[src/rtl/cdb_arbiter_pkg.sv]
// Shared Common Data Bus definitions used by the arbiter and by the execution units feeding it.
// Holds the default bus widths, the reserved "no tag" value and the broadcast packet layout.
package cdb_arbiter_pkg;

    localparam int CDB_N_REQ  = 4;
    localparam int CDB_TAG_W  = 8;
    localparam int CDB_DATA_W = 32;
    localparam int CDB_SRC_W  = 2;

    // ROB tag 0 is reserved: a result carrying it is never broadcast.
    localparam logic [CDB_TAG_W-1:0] NO_TAG = '0;

    typedef struct packed {
        logic                  valid;
        logic [CDB_TAG_W-1:0]  index;
        logic [CDB_DATA_W-1:0] result;
        logic [CDB_SRC_W-1:0]  src;
    } cdb_pkt_t;

    function automatic logic [3:0] count_ones(input logic [7:0] vec);
        logic [3:0] total;
        total = '0;
        for (int i = 0; i < 8; i++) begin
            total = total + 4'(vec[i]);
        end
        return total;
    endfunction

endpackage

[src/rtl/cdb_arbiter_rr_arbiter.sv]
// Generic N-way round-robin picker: grants the first set request at or after i_ptr,
// wrapping modulo N, and returns both the one-hot grant and its encoded index.
module rr_arbiter #(
    parameter int N     = 4,
    parameter int IDX_W = 2
) (
    input  logic [N-1:0]     i_req,
    input  logic [IDX_W-1:0] i_ptr,
    output logic [N-1:0]     o_grnt,
    output logic [IDX_W-1:0] o_idx,
    output logic             o_found
);

    logic [IDX_W:0]   w_sum;
    logic [IDX_W-1:0] w_pos;

    // Walk the requests in priority order starting at the pointer; first hit wins.
    always_comb begin
        o_grnt  = '0;
        o_idx   = '0;
        o_found = 1'b0;
        w_sum   = '0;
        w_pos   = '0;
        for (int k = 0; k < N; k++) begin
            w_sum = {1'b0, i_ptr} + (IDX_W+1)'(k);
            if (w_sum >= (IDX_W+1)'(N)) begin
                w_sum = w_sum - (IDX_W+1)'(N);
            end
            w_pos = w_sum[IDX_W-1:0];
            if (!o_found && i_req[w_pos]) begin
                o_found       = 1'b1;
                o_grnt[w_pos] = 1'b1;
                o_idx         = w_pos;
            end
        end
    end

endmodule

[src/rtl/cdb_arbiter.sv]
// CDB arbiter: round-robin grant in cycle t, capture of the winner's result in t+1, broadcast in t+2.
// Defining CDB_PERF_CNT_EN adds broadcast, bubble and request-conflict performance counters.
module cdb_arbiter
    import cdb_arbiter_pkg::*;
#(
    parameter int N_REQ  = CDB_N_REQ,
    parameter int TAG_W  = CDB_TAG_W,
    parameter int DATA_W = CDB_DATA_W,
    parameter int SRC_W  = CDB_SRC_W
) (
    input  logic                    i_clk,
    input  logic                    i_rst,
    input  logic                    i_br,
    input  logic [N_REQ-1:0]        i_req,
    output logic [N_REQ-1:0]        o_grnt,
    input  logic [N_REQ-1:0]        i_unit_valid,
    input  logic [N_REQ*TAG_W-1:0]  i_unit_index,
    input  logic [N_REQ*DATA_W-1:0] i_unit_result,
    output logic                    o_cdb_valid,
    output logic [TAG_W-1:0]        o_cdb_index,
    output logic [DATA_W-1:0]       o_cdb_result,
    output logic [SRC_W-1:0]        o_cdb_src
`ifdef CDB_PERF_CNT_EN
    ,
    output logic [31:0]             o_perf_bcast,
    output logic [31:0]             o_perf_bubble,
    output logic [31:0]             o_perf_conflict
`endif
);

    logic [SRC_W-1:0]  r_rr_ptr;
    logic [N_REQ-1:0]  r_gnt_q;
    logic [SRC_W-1:0]  r_gnt_idx;
    logic              r_cdb_valid;
    logic [TAG_W-1:0]  r_cdb_index;
    logic [DATA_W-1:0] r_cdb_result;
    logic [SRC_W-1:0]  r_cdb_src;

    logic [N_REQ-1:0]  w_arb_req;
    logic [N_REQ-1:0]  w_grnt;
    logic [SRC_W-1:0]  w_arb_idx;
    logic              w_found;
    logic [SRC_W-1:0]  w_next_ptr;
    logic              w_sel_valid;
    logic              w_deliver;
    logic [TAG_W-1:0]  w_unit_index  [N_REQ];
    logic [DATA_W-1:0] w_unit_result [N_REQ];

    for (genvar g = 0; g < N_REQ; g++) begin : g_unpack
        assign w_unit_index[g]  = i_unit_index[g*TAG_W +: TAG_W];
        assign w_unit_result[g] = i_unit_result[g*DATA_W +: DATA_W];
    end

    // A mispredict suppresses arbitration entirely, so no unit is told to drive during a flush.
    assign w_arb_req = i_req & {N_REQ{~i_br}};

    rr_arbiter #(
        .N     (N_REQ),
        .IDX_W (SRC_W)
    ) u_rr_arbiter (
        .i_req   (w_arb_req),
        .i_ptr   (r_rr_ptr),
        .o_grnt  (w_grnt),
        .o_idx   (w_arb_idx),
        .o_found (w_found)
    );

    assign o_grnt     = w_grnt & {N_REQ{~i_rst}};
    assign w_next_ptr = (w_arb_idx == SRC_W'(N_REQ - 1)) ? '0 : w_arb_idx + 1'b1;

    // Only the unit granted last cycle is listened to; a zero tag marks an empty slot.
    assign w_sel_valid = i_unit_valid[r_gnt_idx];
    assign w_deliver   = (r_gnt_q != '0) && w_sel_valid
                         && (w_unit_index[r_gnt_idx] != TAG_W'(NO_TAG));

    always_ff @(posedge i_clk or posedge i_rst) begin
        if (i_rst) begin
            r_rr_ptr     <= '0;
            r_gnt_q      <= '0;
            r_gnt_idx    <= '0;
            r_cdb_valid  <= 1'b0;
            r_cdb_index  <= '0;
            r_cdb_result <= '0;
            r_cdb_src    <= '0;
        end else if (i_br) begin
            r_gnt_q     <= '0;
            r_cdb_valid <= 1'b0;
        end else begin
            r_gnt_q     <= w_grnt;
            r_gnt_idx   <= w_arb_idx;
            r_cdb_valid <= w_deliver;
            if (w_found) begin
                r_rr_ptr <= w_next_ptr;
            end
            if (w_deliver) begin
                r_cdb_index  <= w_unit_index[r_gnt_idx];
                r_cdb_result <= w_unit_result[r_gnt_idx];
                r_cdb_src    <= r_gnt_idx;
            end
        end
    end

    assign o_cdb_valid  = r_cdb_valid;
    assign o_cdb_index  = r_cdb_index;
    assign o_cdb_result = r_cdb_result;
    assign o_cdb_src    = r_cdb_src;

`ifdef CDB_PERF_CNT_EN
    logic [31:0] r_perf_bcast;
    logic [31:0] r_perf_bubble;
    logic [31:0] r_perf_conflict;
    logic        w_conflict;

    assign w_conflict = count_ones(8'(i_req)) > 4'd1;

    // Counters survive a flush; a capture dropped by the flush is not a bubble.
    always_ff @(posedge i_clk or posedge i_rst) begin
        if (i_rst) begin
            r_perf_bcast    <= '0;
            r_perf_bubble   <= '0;
            r_perf_conflict <= '0;
        end else begin
            if (r_cdb_valid) begin
                r_perf_bcast <= r_perf_bcast + 32'd1;
            end
            if (!i_br && (r_gnt_q != '0) && !w_deliver) begin
                r_perf_bubble <= r_perf_bubble + 32'd1;
            end
            if (w_conflict) begin
                r_perf_conflict <= r_perf_conflict + 32'd1;
            end
        end
    end

    assign o_perf_bcast    = r_perf_bcast;
    assign o_perf_bubble   = r_perf_bubble;
    assign o_perf_conflict = r_perf_conflict;
`endif

endmodule

[config.mk]
export PLATFORM = sky130hd
export DESIGN_NAME = cdb_arbiter
export DESIGN_NICKNAME = d
export VERILOG_FILES = /design/src/rtl/cdb_arbiter_pkg.sv /design/src/rtl/cdb_arbiter_rr_arbiter.sv /design/src/rtl/cdb_arbiter.sv
export SDC_FILE = /design/constraint.sdc
export NUM_CORES = 1
export LEC_CHECK = 0
export ABC_CLOCK_PERIOD_IN_PS = 5250
export BUFFER_PORTS_ARGS = -buffer_cell sky130_fd_sc_hd__buf_2
export CAP_MARGIN = 10
export CORE_MARGIN = 3
export CORE_UTILIZATION = 47
export DETAILED_ROUTE_END_ITERATION = 12
export PLACE_DENSITY_LB_ADDON = 0.2
export REMOVE_ABC_BUFFERS = 1
export SETUP_SLACK_MARGIN = 0.3
export SLEW_MARGIN = 5
export SYNTH_ARGS = -nofsm -noshare
export SYNTH_HDL_FRONTEND = slang
export SYNTH_SLANG_ARGS = --single-unit
[constraint.sdc]
create_clock -name i_clk -period 5.25 [get_ports i_clk]
set_input_delay 0 -clock i_clk [delete_from_list [all_inputs] [get_ports i_clk]]
set_output_delay 0 -clock i_clk [all_outputs]
set_load 0.05 [all_outputs]
Yosys cells after proc, flatten, opt, wreduce, memory -nomap -nowiden
Cells that the tools add are included.

Bits in registers: 51. Latch bits: 0. RAM bits: 0. ROM bits: 0. Input port bits: 171. Output and inout port bits: 47. Logic and storage cells: 97. Memories kept: 0.

Add/subtract/negate cells: 8. Multipliers: 0. Div/mod/pow operators: 0. Magnitude comparators: 14. Equal/unequal tests: 1. Shifts and indexed selects: 0. Muxes and demuxes: 43. Bitwise logic cells: 8. Reduce and logical (&&, ||, !) cells: 16.

Operators with widths (count): binary-select mux 32 bit (select 2 bit) (1); two-way mux 32 bit (2); two-way mux 4 bit (5); two-way mux 2 bit (9); binary-select mux 8 bit (select 2 bit) (1); two-way mux 8 bit (2); < comparator 2 x 3 -> 1 bit (second input constant) (5); two-way mux 1 bit (14); >= comparator 3 bit (second input constant) (4); bitwise OR 4 bit (3); binary-select mux 1 bit (select 2 bit) (5); logical AND 1 bit (9); bitwise AND 4 bit (2); demux 1 bit (select 2 bit) (4); >= comparator 2 x 1 -> 1 bit (second input constant) (4); nonzero test 8 bit (1); subtractor 2 x 1 -> 2 bit (second input constant) (4); adder 2 x 2 -> 3 bit (second input constant) (2); AND reduction 2 bit (2); nonzero test 4 bit (1); adder 2 x 1 -> 3 bit (second input constant) (1); >= comparator 2 x 3 -> 1 bit (second input constant) (1); logical NOT 1 bit (3); NOT 2 -> 3 bit (1); 3 further kinds (4).

Longest topological paths before layout
Word-level depth: 16. Mapped depth: 9. Depth with buffers taken out: 8.

By module
Synthesis repeated with hierarchy kept, for this count alone.

Cells, all modules: 219. Area, all modules: 3549.7 sq um.

Modules (own cells, without submodules): cdb_arbiter (times used 1, cells each 174, area an instance 3128.0 sq um); rr_arbiter (times used 1, cells each 45, area an instance 421.7 sq um).

Least setup slack after synthesis
OpenSTA, ideal clock, no wires.

Path kind: register to output. Start: reg with a tool-made name. End: out o_grnt[0]. Data arrival time: 2.805 ns. Path slack: 2.445 ns. Cell stages (with the launch flop): 9. Path through: dfrtp_1 > buf_2 > inv_1 > ha_1 > nor2b_1 > a22oi_1 > nor3b_1 > a22oi_1 > a21oi_1.

RTL lines: to (decl) (RTL line cdb_arbiter.sv:15) `output logic [N_REQ-1:0] o_grnt,`.

==> key figures <==
Run status
  • Outcome: finished with violations
  • Violated checks: negative hold slack

CTS
  • CTS sink cnt: 51
  • CTS buffer count: 5
  • CTS clk-pin slew, worst paths: 80 ps
  • Worst-case clock buffer depth: 2
  • Worst-skew pair later-pin latency: 300 ps
  • CTS H-Tree Depth: 2
  • Post-CTS setup buffers: 0
  • CTS hold repair buffers: 0
  • Cts repair resizes: 0
  • CTS tree: yes
  • CTS Root Cell: clkbuf_8

Yosys
  • Synth top area share: 35.9%
  • Synth Instances: 238
  • Number of synthesized flops with an enable pin: 0
  • Sequential fraction of the synthesis area: 35.9%
  • Yosys top cell by area: dfrtp_1
  • Synth unique cells: 35
  • Synth Area per Inst: 14.9 um^2
  • Synth top area cells: dfrtp_1 36%, mux4_2 25%, mux2_4 16%
  • Main flop type after synthesis: dfrtp_1
  • Post-synth ARST share: 100%
  • Synth warnings: 0
  • Mapped Area: 3560 um^2
  • Post-synthesis register bit count: 51

Setup path
  • Cell mode on critical path: a22oi_1
  • CP Capture Type: output port
  • Startpoint Class: flip-flop
  • CP peak stage delay: 810 ps
  • CP max-delay cell: dfrtp_1
  • Critical path cell sequence: inv_1 -> ha_1 -> nor2b_1 -> a22oi_1 -> nor3b_1 -> a22oi_1 -> a21oi_1 -> buf_2
  • Crit-path max FO: 21
  • Critical path type: flip-flop to output port
  • R2R Setup Slk: 2100 ps
  • Critical Path AT: 3510 ps
  • R2R cell count: 8
  • Reg-to-Reg End: r_rr_ptr[1]
  • WP data required: 5250 ps

Route
  • Drt wl/cell: 18.8 um
  • Routed vias: 2996
  • Routed Antenna Nets: 0
  • Met2 WL post-DR: 5370 um
  • Vias per std cell: 5.49
  • DR pass1 iterations: 4
  • Starting DRT DRC Count: 102
  • # DRC: 0
  • Post-Route WL: 10300 um
  • Met3 WL: 880 um
  • M1 WL: 3810 um
  • Max layer used: met5

Final layout
  • Final core utilization: 65.3%
  • Fin area: 4760 um^2
  • Fraction of layout cells with a size suffix above 1: 70.2%
  • Final cell count without fillers: 546
  • Area growth from synthesis to layout: 33.8%
  • N_diodes: 0
  • Layout Nets: 625

Placement
  • Post-DP HPWL: 8180 um
  • IO buf count: 217
  • Placer Congestion: 0.946
  • Worst slack at placement: 2090 ps
  • DP Area: 4680 um^2
  • DP Cell Count: 538

GRT
  • Pin count of the biggest net entering global routing: 52
  • Number of global-route vias before repair: 3114
  • First-pass GRT wire length: 15800 um
  • Overflow after GRT: 0
  • Initial antenna violation count: 1
  • GRT Total Usage: 23.3%

Floorplanning
  • Row cnt: 31
  • Io pins: 218
  • Chip height: 93.0 um
  • Die Span X: 93.0 um
  • Die Area: 8650 um^2
  • Initial core utilization: 48.8%
  • Total core area: 7290 um^2

Timing
  • Slew headroom: 30.7%
  • Setup slack after layout: 1740 ps
  • Hold Violations, Final: 22
  • Clk_skew: 4.92 ps
  • Max Clk Rate: 285 MHz
  • Worst-Margin Slew: 1040 ps
  • Setup TNS: 0 ps
  • RSZ-0062 raised after global routing: false
  • Max-slew violations: 0
  • Final Cycle Share: 66.9%
  • Final setup viols: 0
  • Tmin final: 3510 ps
  • Hold Slack: -19.0 ps

Power
  • Total power: 3.06 mW
  • Static Leak: 2.34 nW
  • Max VDD drop: 0.254 mV
  • Pwr/cell area: 643 nW/um^2

Flow run
  • Max_cap viols: 0

Min path
  • Worst hold path type: input port to async pin
[layer usage]
layer  GRT usage, %  vias up
li1               -     1358
met1           28.0     1476
met2           40.6      140
met4           8.42        2
met3           5.87       20
met5              0        -
[worst max-delay path by stage]
| stage | start | end | slack (ps) | cells after the start |
|---|---|---|---|---|
| floorplan | r_gnt_idx[0] | o_cdb_result[26] | 430 | 4 |
| global placement | r_gnt_idx[0] | o_cdb_result[10] | 2170 | 5 |
| detailed placement | r_gnt_idx[0] | o_cdb_result[18] | 2090 | 5 |
| CTS | flip-flop | o_grnt[2] | 1760 | 8 |
| global route | flip-flop | o_grnt[1] | 1440 | 8 |
| finish | flip-flop | o_grnt[2] | 1740 | 8 |
[where the power goes]
group | total [mW] | leakage [nW] | internal [mW] | switching [mW]
Sequential | 0.833 | 0.612 | 0.590 | 0.243
Clock | 0.213 | 0.0422 | 0.0937 | 0.119
Combinational | 2.02 | 1.69 | 0.877 | 1.14
[worst max-delay path: cells and delay by family, from the launching register on]
kind | cells | cell delay (ps)
DFF | 1 | 810
AOI/OAI and AO/OA | 3 | 710
and+or+nand+nor | 2 | 680
buffers and inverters | 2 | 570
adders and majority gates | 1 | 440
[cell type report]
| class | count | area (um^2) |
|---|---|---|
| tap | 99 | 124 |
| sequential | 51 | 1280 |
| clock buffer | 7 | 76.3 |
| inverter | 4 | 15.0 |
| multi-input combinational | 165 | 2160 |
| timing repair buffer | 219 | 1100 |
| fill | 586 | 2530 |
| clock inverter | 1 | 5.00 |
[cells by family (layout without fill, tap and decap cells)]
logic type	after synthesis	count (layout)	share of synthesized area [%]
flip-flops	51	51	35.9
XOR/XNOR	1	1	0.246
multiplexers	90	90	46.4
adder cells (fa/ha/maj)	8	8	2.81
AO/OA/AOI/OAI	29	29	5.84
buffers and inverters	22	231	3.66
AND/OR/NAND/NOR	37	37	5.14
[cell usage in the layout, fill, tap and decap left out, types with 2 or more instances in the layout]
master / instances
buf_4: 2
a21oi_1: 8
mux4_1: 3
nand2_1: 8
dfrtp_1: 49
dfrtp_2: 2
inv_1: 3
buf_2: 217
mux2_2: 5
nor4_1: 3
mux2_4: 39
a211oi_1: 2
nor3_1: 2
a22oi_1: 9
nand2b_1: 6
ha_1: 8
a221o_1: 3
mux2i_1: 3
mux4_2: 40
clkbuf_1: 2
clkbuf_8: 5
nor2_1: 12
[state kept, by name (all words and copies together) (netlist names), named ones only]
register,flops
o_cdb_index,8
o_cdb_result,32
o_cdb_src,2
o_cdb_valid,1
r_gnt_idx,2
r_gnt_q,4
r_rr_ptr,1
[synthesized netlist by cell type (all sizes together) (2+ instances only)]
cell type / number
ha: 8
mux4: 43
nor2: 12
nand2: 8
nor4: 3
a211oi: 2
nor3: 2
clkbuf: 8
nand2b: 6
mux2: 44
a21oi: 9
dfrtp: 51
a22oi: 9
inv: 4
buf: 10
a221o: 3
mux2i: 3
Note: power is estimated with default switching activity, not from simulation.
